--- src/rtl/serial_add_sub.sv ---
// Bit-serial adder/subtractor: a single full_adder, operands fed LSB-first, start/busy/done handshake.
// Define SERIAL_ADD_SUB_FLAGS_EN to add the zero and overflow flag outputs.

module full_adder (
   input  logic a_i,
   input  logic b_i,
   input  logic c_i,
   output logic s_o,
   output logic c_o
);
   assign s_o = a_i ^ b_i ^ c_i;
   assign c_o = (a_i & b_i) | (c_i & (a_i ^ b_i));
endmodule

module serial_add_sub #(
   parameter int WIDTH = 32
) (
   input  logic             clk,
   input  logic             rst_n,
   input  logic             start,
   input  logic             sub,
   input  logic [WIDTH-1:0] a,
   input  logic [WIDTH-1:0] b,
   output logic             busy,
   output logic             done,
   output logic [WIDTH-1:0] result,
   output logic             c_out
`ifdef SERIAL_ADD_SUB_FLAGS_EN
  ,output logic             zero,
   output logic             overflow
`endif
);

   localparam int              CW   = $clog2(WIDTH);
   localparam logic [CW-1:0]   LAST = CW'(WIDTH - 1);

   typedef enum logic [1:0] {
      ST_IDLE,
      ST_RUN,
      ST_DONE
   } state_e;

   state_e           state_q, state_d;
   logic [WIDTH-1:0] op_a_q, op_a_d;
   logic [WIDTH-1:0] op_b_q, op_b_d;
   logic [WIDTH-1:0] result_q, result_d;
   logic [CW-1:0]    count_q, count_d;
   logic             carry_q, carry_d;
   logic             c_out_q, c_out_d;
`ifdef SERIAL_ADD_SUB_FLAGS_EN
   logic             zero_q, zero_d;
   logic             ovf_q, ovf_d;
`endif

   logic             fa_sum, fa_carry;
   logic             load, step, last_bit;
   logic [WIDTH-1:0] result_shifted;

   full_adder u_full_adder (
      .a_i (op_a_q[0]),
      .b_i (op_b_q[0]),
      .c_i (carry_q),
      .s_o (fa_sum),
      .c_o (fa_carry)
   );

   assign load           = (state_q == ST_IDLE) && start;
   assign step           = (state_q == ST_RUN);
   assign last_bit       = step && (count_q == LAST);
   assign result_shifted = {fa_sum, result_q[WIDTH-1:1]};

   // State register. Reset clears every register so an abort leaves no stale partial result.
   // NOTE: sequential state uses non-blocking assignments so all registers update from the same pre-edge values.
   always_ff @(posedge clk or negedge rst_n) begin
      if (!rst_n) begin
         state_q  <= ST_IDLE;
         op_a_q   <= '0;
         op_b_q   <= '0;
         result_q <= '0;
         count_q  <= '0;
         carry_q  <= 1'b0;
         c_out_q  <= 1'b0;
`ifdef SERIAL_ADD_SUB_FLAGS_EN
         zero_q   <= 1'b0;
         ovf_q    <= 1'b0;
`endif
      end else begin
         state_q  <= state_d;
         op_a_q   <= op_a_d;
         op_b_q   <= op_b_d;
         result_q <= result_d;
         count_q  <= count_d;
         carry_q  <= carry_d;
         c_out_q  <= c_out_d;
`ifdef SERIAL_ADD_SUB_FLAGS_EN
         zero_q   <= zero_d;
         ovf_q    <= ovf_d;
`endif
      end
   end

   // Next-state logic; start is only honoured from IDLE, DONE always returns to IDLE.
   always_comb begin
      state_d = state_q;
      case (state_q)
         ST_IDLE: if (start)               state_d = ST_RUN;
         ST_RUN:  if (count_q == LAST)     state_d = ST_DONE;
         ST_DONE:                          state_d = ST_IDLE;
         default:                          state_d = ST_IDLE;
      endcase
   end

   // Datapath next-state. Subtraction is a + ~b + 1, the +1 entering as the initial carry.
   // NOTE: every variable gets a hold default first so no path leaves it unassigned and no latch is inferred.
   always_comb begin
      op_a_d   = op_a_q;
      op_b_d   = op_b_q;
      result_d = result_q;
      count_d  = count_q;
      carry_d  = carry_q;
      c_out_d  = c_out_q;
`ifdef SERIAL_ADD_SUB_FLAGS_EN
      zero_d   = zero_q;
      ovf_d    = ovf_q;
`endif
      if (load) begin
         op_a_d  = a;
         op_b_d  = sub ? ~b : b;
         carry_d = sub;
         count_d = '0;
      end else if (step) begin
         op_a_d   = op_a_q >> 1;
         op_b_d   = op_b_q >> 1;
         carry_d  = fa_carry;
         result_d = result_shifted;
         count_d  = count_q + CW'(1);
         if (last_bit) begin
            c_out_d = fa_carry;
`ifdef SERIAL_ADD_SUB_FLAGS_EN
            zero_d  = (result_shifted == '0);
            ovf_d   = carry_q ^ fa_carry;   // carry into MSB xor carry out of MSB
`endif
         end
      end
   end

   // Outputs decoded from registered state only, so busy/done cannot glitch.
   always_comb begin
      busy     = (state_q != ST_IDLE);
      done     = (state_q == ST_DONE);
      result   = result_q;
      c_out    = c_out_q;
`ifdef SERIAL_ADD_SUB_FLAGS_EN
      zero     = zero_q;
      overflow = ovf_q;
`endif
   end

endmodule

--- config.mk ---
export PLATFORM = sky130hd
export DESIGN_NAME = serial_add_sub
export DESIGN_NICKNAME = d
export VERILOG_FILES = /design/src/rtl/serial_add_sub.sv
export SDC_FILE = /design/constraint.sdc
export NUM_CORES = 1
export LEC_CHECK = 0
export ABC_AREA = 1
export BUFFER_PORTS_ARGS = -buffer_cell sky130_fd_sc_hd__buf_2
export CORE_UTILIZATION = 56
export DETAILED_ROUTE_END_ITERATION = 7
export MAX_ROUTING_LAYER = met4
export PLACE_DENSITY = 0.8
export SETUP_SLACK_MARGIN = 0.05
export SYNTH_ARGS = -nofsm -noshare
export SYNTH_HDL_FRONTEND = slang
export SYNTH_SLANG_ARGS = --single-unit
--- constraint.sdc ---
create_clock -name clk -period 1.35 [get_ports clk]
set_input_delay 0.2025 -clock clk [delete_from_list [all_inputs] [get_ports clk]]
set_output_delay 0.2025 -clock clk [all_outputs]
set_load 0.01 [all_outputs]
== Word level (Yosys, flattened, before mapping) ==
Cells that the tools add are included.

* Bits of input ports: 68
* Word-level logic and storage cells: 40
* Register bits after elaboration: 105
* Output and inout bits: 35

* Bitwise operators: 7
* Multiplexer cells: 12
* Eq/ne operators: 5
* Reductions and logical operators: 8
* $add $sub $neg: 1

{| class="wikitable"
|+ Operator list
! operator !! count
|-
| 2-to-1 mux 32 bit || 5
|-
| NOT 32 bit || 1
|-
| 2-to-1 mux 5 bit || 2
|-
| adder 5 x 1 -> 5 bit (second input constant) || 1
|-
| equality test 5 bit (second input constant) || 1
|-
| 2-to-1 mux 2 bit || 2
|-
| case mux 2 bit (2 select lines) || 1
|-
| AND reduction 2 bit || 2
|-
| nonzero test 2 bit || 2
|-
| AND reduction 3 bit || 1
|-
| AND 1 bit || 2
|-
| equality test 2 x 1 -> 1 bit (second input constant) || 1
|-
| equality test 2 bit (second input constant) || 1
|-
| logical AND 1 bit || 2
|-
| zero test 2 bit || 1
|-
| 2-to-1 mux 1 bit || 2
|-
| != test 2 x 1 -> 1 bit (second input constant) || 1
|-
| != test 2 bit (second input constant) || 1
|-
| XOR 1 bit || 2
|-
| NOT 1 bit || 1
|-
| bitwise OR 1 bit || 1
|}

== Depth between registers and ports, before layout ==
Gate-level depths: netlist of run 1.

* Depth in word-level cells: 5
* Mapped depth: 8
* Depth with buffers taken out: 8

== Cells and area by module ==
Synthesis of run 1 repeated with hierarchy kept, for this count alone.

* Cell total of the unflattened synthesis: 707
* Area total of the unflattened synthesis: 5074.9 um^2

{| class="wikitable"
|+ Modules (own cells, without submodules)
! module !! area each (um^2) !! sequential area each (um^2) !! instances !! cells an instance
|-
| serial_add_sub || 5054.8 || 2627.5 || 1 || 706
|-
| full_adder || 20.0 || 0.0 || 1 || 1
|}

== Least setup slack after synthesis of run 1 ==
Ideal clock, no wire load.

* Path type: register -> register
* From: register state_q[0]
* To: register op_a_q[11]
* Data required time: 1.234 ns
* Setup time: 0.116 ns
* Data arrival time: 1.083 ns
* Buffers on the path: 1
* Stages on the path, launching flop included: 8
* Path slack: 0.151 ns
* Clock period less this slack: 1.199 ns
* Path through: dfrtp_1 -> nor2_2 -> nand2_2 -> inv_2 -> buf_2 -> nand2_1 -> nand2_1 -> nand2_1

* Longest elaborated chain between the ends: 3
* Elaborated cells on any way between the ends: 5
* Those cells by class: 1 x eq/ne; 1 x mux; 3 x reduce/logical

{| class="wikitable"
|+ RTL lines
! item !! RTL line !! text
|-
| start, declared || 43 || <nowiki>state_e state_q, state_d;</nowiki>
|-
| start signal, assigned || 88 || <nowiki>state_q <= state_d;</nowiki>
|-
| zero test 2 bit || 67 || <nowiki>assign load = (state_q == ST_IDLE) && start;</nowiki>
|-
| logical AND 1 bit || 67 ||
|-
| 2-to-1 mux 32 bit or nonzero test 2 bit (tied branches) || n/a ||
|-
| end signal, assigned || 89 || <nowiki>op_a_q <= op_a_d;</nowiki>
|-
| end, declared || 44 || <nowiki>logic [WIDTH-1:0] op_a_q, op_a_d;</nowiki>
|}

Parallel ways exist; a longest one is shown, timed or not.
A chain may end at the register's enable or synchronous reset.

== Worst setup path after layout of run 1 ==
* From: register state_q[1]
* To: register count_q[2]

* Longest elaborated chain between the ends: 3
* Elaborated cells on any way between the ends: 5
* Those cells by class: 1 x eq/ne; 1 x mux; 3 x reduce/logical

{| class="wikitable"
|+ RTL lines
! item !! RTL line !! text
|-
| zero test 2 bit || 67 ||
|-
| logical AND 1 bit || 67 ||
|-
| 2-to-1 mux 5 bit or nonzero test 2 bit (tied branches) || n/a ||
|-
| end signal, assigned || 92 || <nowiki>count_q <= count_d;</nowiki>
|-
| end, declared || 47 || <nowiki>logic [CW-1:0] count_q, count_d;</nowiki>
|}

Parallel ways exist; a longest one is shown, timed or not.

==> results.md, run 1 <==
- Required @ worst endpoint: 1590 ps
- Final Skew: 13.6 ps
- Final ANT Viol Nets: 0
- Vias in the first global route: 4579
- CTS tree: yes
- Cell taking the most area after synthesis: dfrtp_1
- Sw power: 5.67 mW
- First DRT Iteration DRCs: 389
- Placed Cells: 952
- Synthesized area per cell: 6.93 sq um
- Ys async rst share: 1.00
- Internal: 8.23 mW
- VDD IR max: 0.935 mV
- Largest net degree at the start of global routing: 57
- Crit share post-route: 0.994
- CTS Buf Count: 9
- DRC: 0
- Die W: 99.3 microns
- Final hold violation count: 0
- Crit end category: register
- Sw Ratio: 0.408
- Outcome: finished, final reports clean
- WL final: 14100 microns
- Initial Util: 0.577
- Final net count: 942
- Via/cell ratio: 5.19
- Setup CP Type: reg -> reg
- Crit path max fanout: 12
- Worst hold path type: in -> reg
- Yosys warns: 0
- Area contributors post-synth: dfrtp_1, nand2_1, inv_1
- Net Count, Synth: 837
- Comb pwr share: 0.460
- Post-synth top flop: dfrtp_1
- Syn Std Cell Area: 5310 sq um
- Max clock buf depth: 2
- Top cells by count, synth: nand2_1, dfrtp_1, inv_1
- Syn Inst Count: 766
- H-tree lvl count: 3
- Final Max Tran Viols: 0
- Fmax: 745 MHz
- Yosys cell types: 20
- Clock-pin slew on the worst setup and hold paths: 100 ps
- Post-synth EDFFs: 0
- Area Growth Syn to Fin: 25.4%
- CTS Sinks: 105
- Top cell type's share of synthesized area: 0.495
- Initial antenna violation count: 0
- Clock root buffer: clkbuf_8
- Top-count cell post-synth: nand2_1
- Worst-Margin Slew: 337 ps
- First-pass GRT wire length: 20800 microns
- CORE AREA: 9200 sq um
- Post-layout minimum cycle time: 1340 ps
- R2r setup slk: 8 ps
- Max-cap violations: 0
- Vias: 5104
- Clock Latency Late Sink: 380 ps
- RSZ-0062 raised after global routing: true
- Die height: 99.3 microns
- Clk pwr share: 0.151
- Routed WL per cell: 14.3 microns
- ANT cells: 0
- Flop pwr share: 0.389
- PortBufs: 102
- Fillers: 717
- Headroom to the max-slew limit: 0.775
- Critical Path AT: 1590 ps
- Number of synthesized register bits: 105
- Grt ovf: 0
- Total global-route track usage: 0.270
- Global placement routability congestion: 0.807
- Setup crit start kind: register
- WHS: 40.7 ps
- Top-level port count: 103
- Detailed Routing Iterations Pass 1: 5
- Non-Filler Instances: 984
- DP Wirelength: 7540 microns
- Pwr Density: 2090 nW/um^2
- Leak pwr: 3.92 nW
- Seq/Total Area, Yosys: 0.495
- FP Rows: 35
- Share of layout cells above drive strength 1: 0.213
- Total die area: 9870 sq um
- Final setup viols: 0
- Power, Total: 13.9 mW
## cell type report
type                            instances  area (sq um)  area share
Inverter                               85           332      0.0498
Timing Repair Buffer                  134          1070       0.160
Sequential cell                       105          2630       0.395
Multi-Input combinational cell        536          2280       0.343
Tap cell                              111           139      0.0209
Clock inverter                          3          67.6      0.0102
Clock buffer                           10           138      0.0207
## sequential cells by signal, summed over array words and instances, names as in the netlist
name / flops
op_a_q: 32
op_b_q: 32
result: 32
count_q: 5
state_q: 2
c_out: 1
carry_q: 1
## metal layers
| metal | global-route usage | wire length, microns | vias up | share of wire |
|---|---|---|---|---|
| met1 | 0.362 | 6020 | 2382 | 0.43 |
| met4 | 0.0645 | 320 | 0 | 0.023 |
| li1 | - | - | 2476 | - |
| met5 | - | 0 | - | 0 |
| met2 | 0.432 | 6800 | 209 | 0.48 |
| met3 | 0.0471 | 926 | 37 | 0.066 |
## through the flow
step	setup TNS (ps)	setup WS [ps]	area, sq um	utilization
final	0	8.17	6650	0.723
after global placement	0	62.2	5990	0.651
after CTS	0	27.4	6310	0.686
after global routing	-497	-46.6	6650	0.723
after detailed placement	-246	-26.3	5990	0.651
after floorplan	0	151	5310	-
## final timing paths
| path | startpoint | endpoint | depth (start not counted) |
|---|---|---|---|
| setup / recovery | state_q[1]$_DFFE_PN0P_ | count_q[2]$_DFFE_PN0P_ | 7 |
| hold / removal | a[31] | op_a_q[31]$_DFFE_PN0P_ | 3 |
| setup reg to reg | state_q[1]$_DFFE_PN0P_ | count_q[2]$_DFFE_PN0P_ | 7 |
| hold reg to reg | op_b_q[6]$_DFFE_PN0P_ | op_b_q[6]$_DFFE_PN0P_ | 2 |
| max in group asynchronous | rst_n | state_q[1]$_DFFE_PN0P_ | 3 |
| min in group asynchronous | rst_n | result[14]$_DFFE_PN0P_ | 3 |
## cells by family (layout without fill, tap and decap cells)
| logic type | after synthesis | count (layout) | share of synthesized area |
|---|---|---|---|
| AO/OA/AOI/OAI | 37 | 37 | 0.0356 |
| buffers and inverters | 125 | 232 | 0.0974 |
| XOR/XNOR | 1 | 1 | 0.00165 |
| flip-flops | 105 | 105 | 0.495 |
| AND/OR/NAND/NOR | 495 | 495 | 0.362 |
| adder cells (fa/ha/maj) | 3 | 3 | 0.00849 |
## layout by cell type, fill, tap and decap left out, types with 2 or more instances in the layout
cell type | Yosys | routed
nor2_2 | 1 | 3
clkbuf_8 | 0 | 10
o21ai_0 | 32 | 27
o21ai_1 | 1 | 5
nand2_1 | 460 | 439
dfrtp_2 | 0 | 2
nand2_4 | 0 | 4
nor2_1 | 5 | 2
bufinv_16 | 0 | 2
a21oi_2 | 0 | 2
dfrtp_1 | 105 | 103
buf_2 | 17 | 100
clkbuf_16 | 0 | 7
nand3_1 | 16 | 16
buf_12 | 0 | 11
buf_16 | 0 | 2
nand4_1 | 11 | 11
inv_1 | 82 | 80
nand2_2 | 1 | 18
inv_2 | 3 | 4
nor2_4 | 1 | 2
buf_6 | 0 | 2
buf_4 | 7 | 11
## what timing repair did
item                                   in CTS  in global routing
setup endpoints to repair                  51                 61
hold buffers                                1                  0
endpoints found under the hold margin     105                  0
pin swaps                                   0                 20
resized for setup                           9                 43
buffers inserted                            4                  4
gates cloned                                2                  8
## worst max-delay path, cell delays in order (launching register included)
cell and delay (ps):
dfrtp_2 470, inv_2 90, buf_4 120, o21ai_4 50
buf_12 150, buf_12 140, a21oi_2 120, nor2_1 70
## power groups by stage
stage,sequential (mW),clock (mW),combinational (mW)
floorplan,5.38,0,3.44
global placement,5.27,0,4.94
detailed placement,5.34,0,5.20
CTS,5.29,2.11,5.46
global route,5.54,2.24,7.13
finish,5.41,2.10,6.39
Note: power is estimated with default switching activity, not from simulation.
==> run 2, diff against run 1 <==
--- a/config.mk
+++ b/config.mk
@@ -7,10 +7,12 @@
 export LEC_CHECK = 0
 export ABC_AREA = 1
 export BUFFER_PORTS_ARGS = -buffer_cell sky130_fd_sc_hd__buf_2
-export CORE_UTILIZATION = 56
+export CORE_MARGIN = 2
+export CORE_UTILIZATION = 45
 export DETAILED_ROUTE_END_ITERATION = 7
 export MAX_ROUTING_LAYER = met4
-export PLACE_DENSITY = 0.8
+export PLACE_DENSITY = 0.66
+export RECOVER_POWER = 50
 export SETUP_SLACK_MARGIN = 0.05
 export SYNTH_ARGS = -nofsm -noshare
 export SYNTH_HDL_FRONTEND = slang
==> run 2 against run 1 <==
  * The run now ends with setup timing left
  * Sequential power hardly changed
  * Routed wire length fell by 5.1%
  * Clock power grew 21%
  * Setup slack worse by 87 ps
  * Final cell count increased by 4.7%
  * Critical endpoint is now op_a_q[18]$_DFFE_PN0P_
  * Highest routed layer unchanged
==> results.md, run 2 (synthesis results as in run 1) <==
- FP Rows: 39
- CP Cell Sequence: buf_6 -> nor2_4 -> buf_6 -> buf_6 -> buf_12 -> nand2_2 -> nand2_1 -> nand2_1 -> nand2_1
- CTS tree: yes
- Top-level port count: 103
- Failing checks: setup timing
- R2r setup slk: -80 ps
- Max incr delay on CP: 430 ps
- Vias: 4997
- Initial Util: 0.463
- Final ANT Viol Nets: 0
- Worst-Margin Slew: 648 ps
- Clock Latency Late Sink: 350 ps
- Share of layout cells above drive strength 1: 0.242
- Critical Path AT: 1720 ps
- WHS: 48.0 ps
- Max-cap violations: 0
- WL final: 13400 microns
- Most common cell after layout, fill and taps aside: nand2_1
- CTS Buf Count: 9
- Non-Filler Instances: 1030
- Required @ worst endpoint: 1640 ps
- Setup crit start kind: register
- Final hold violation count: 0
- DP Wirelength: 8030 microns
- Detailed Routing Iterations Pass 1: 5
- Headroom to the max-slew limit: 0.568
- Placed Cells: 993
- First DRT Iteration DRCs: 423
- Final Max Tran Viols: 0
- Worst Hold Depth: 3
- ANT cells: 0
- Final net count: 953
- Clock-pin slew on the worst setup and hold paths: 70 ps
- Area Growth Syn to Fin: 30.6%
- DRC: 0
- Via/cell ratio: 4.85
- Clock root buffer: clkbuf_16
- Slowest cell on the critical path: dfrtp_1
- Area of the multi-input gates: 2310 sq um
- Post-layout minimum cycle time: 1430 ps
- Max clock buf depth: 2
- Pwr Density: 2140 nW/um^2
- Setup CP Type: reg -> reg
- PortBufs: 102
- Crit path max fanout: 5
- Global placement routability congestion: 0.796
- Crit end category: register
- Storage cell area: 2630 sq um
- Total global-route track usage: 0.206
- Post-route worst setup slack: -78.5 ps
- RSZ-0062 raised after global routing: true
- R2R depth: 9
- Final setup viols: 16
- Crit share post-route: 1.06
- Fmax: 700 MHz
- Fillers: 1006
- Outcome: complete, but fails checks
- Die W: 113 microns
- Finished Core Util: 0.604
- Routed WL per cell: 13.0 microns
- Final Skew: 4.59 ps
- Family with the most delay on the worst path: buffers and inverters
- Leak pwr: 4.03 nW
- Critical Path Stages: 9
- Initial antenna violation count: 0
- Worst hold path type: in -> reg
- Buf+Inv Stages, Crit Path: 4
- Power, Total: 14.8 mW
- Largest net degree at the start of global routing: 42
- Vias in the first global route: 4540
- CORE AREA: 11500 sq um
- First-pass GRT wire length: 20800 microns
- VDD IR max: 1.29 mV
- H-tree lvl count: 3
- Total die area: 12700 sq um
- CTS Sinks: 105
- Grt ovf: 0
- Die height: 113 microns
- Most frequent cells in the layout: nand2_1, dfrtp_1, buf_2, inv_1, nand2_2
[run 2: changes by cell type in the layout (fill, tap and decap cells not counted), moves of 3 or more]
| cell | change |
|---|---|
| nand2_1 | -17 |
| buf_6 | +10 |
| clkbuf_16 | +9 |
| inv_6 | +3 |
| nand2_2 | +17 |
| clkbuf_8 | -10 |
[run 2: area by class of cell]
class | instances | area share
multi-input cells | 536 | 0.333
repair buffers | 145 | 0.173
clock buffers | 9 | 0.0325
flip-flops and latches | 105 | 0.380
well taps | 143 | 0.0258
inverters | 85 | 0.0468
clock inverters | 7 | 0.00867
[run 2: worst min-delay path, stage by stage]
cell and delay (ps):
buf_2 80, nand2_1 40, nand2_1 50
[run 2: repair_timing]
item                                    in CTS  in global routing
resized for setup                            7                 72
endpoints found under the setup margin      19                 99
pin swaps                                    2                 51
setup buffers                                4                  5
endpoints found under the hold margin       24                  0
gates cloned                                 3                  8
hold buffers                                 1                  0
[run 2: power by group]
group	total, mW	switching [mW]	internal, mW
logic	6.91	3.76	3.16
clock network	2.54	1.25	1.29
registers	5.40	0.884	4.51
total	14.8	5.89	8.96
[run 2: through the flow]
step                area [sq um]  TNS (ps)  worst slack, ps
floorplan                   5310         0              151
global placement            6080         0             78.9
detailed placement          6080         0             38.5
CTS                         6520         0             8.50
global route                6930     -5220             -171
finish                      6930      -263            -78.5
[run 2: final timing paths]
path	startpoint	to
hold / removal	a[31]	op_a_q[31]$_DFFE_PN0P_
setup reg to reg	state_q[1]$_DFFE_PN0P_	op_a_q[18]$_DFFE_PN0P_
setup / recovery	state_q[1]$_DFFE_PN0P_	op_a_q[18]$_DFFE_PN0P_
hold reg to reg	op_a_q[16]$_DFFE_PN0P_	op_a_q[16]$_DFFE_PN0P_
min in group asynchronous	rst_n	result[11]$_DFFE_PN0P_
max in group asynchronous	rst_n	count_q[1]$_DFFE_PN0P_
[run 2: layer usage]
layer	wire (microns)	up-vias	track usage
met3	752	21	0.0340
li1	-	2516	-
met1	6050	2300	0.280
met5	0	-	-
met4	237	0	0.0650
met2	6310	160	0.320
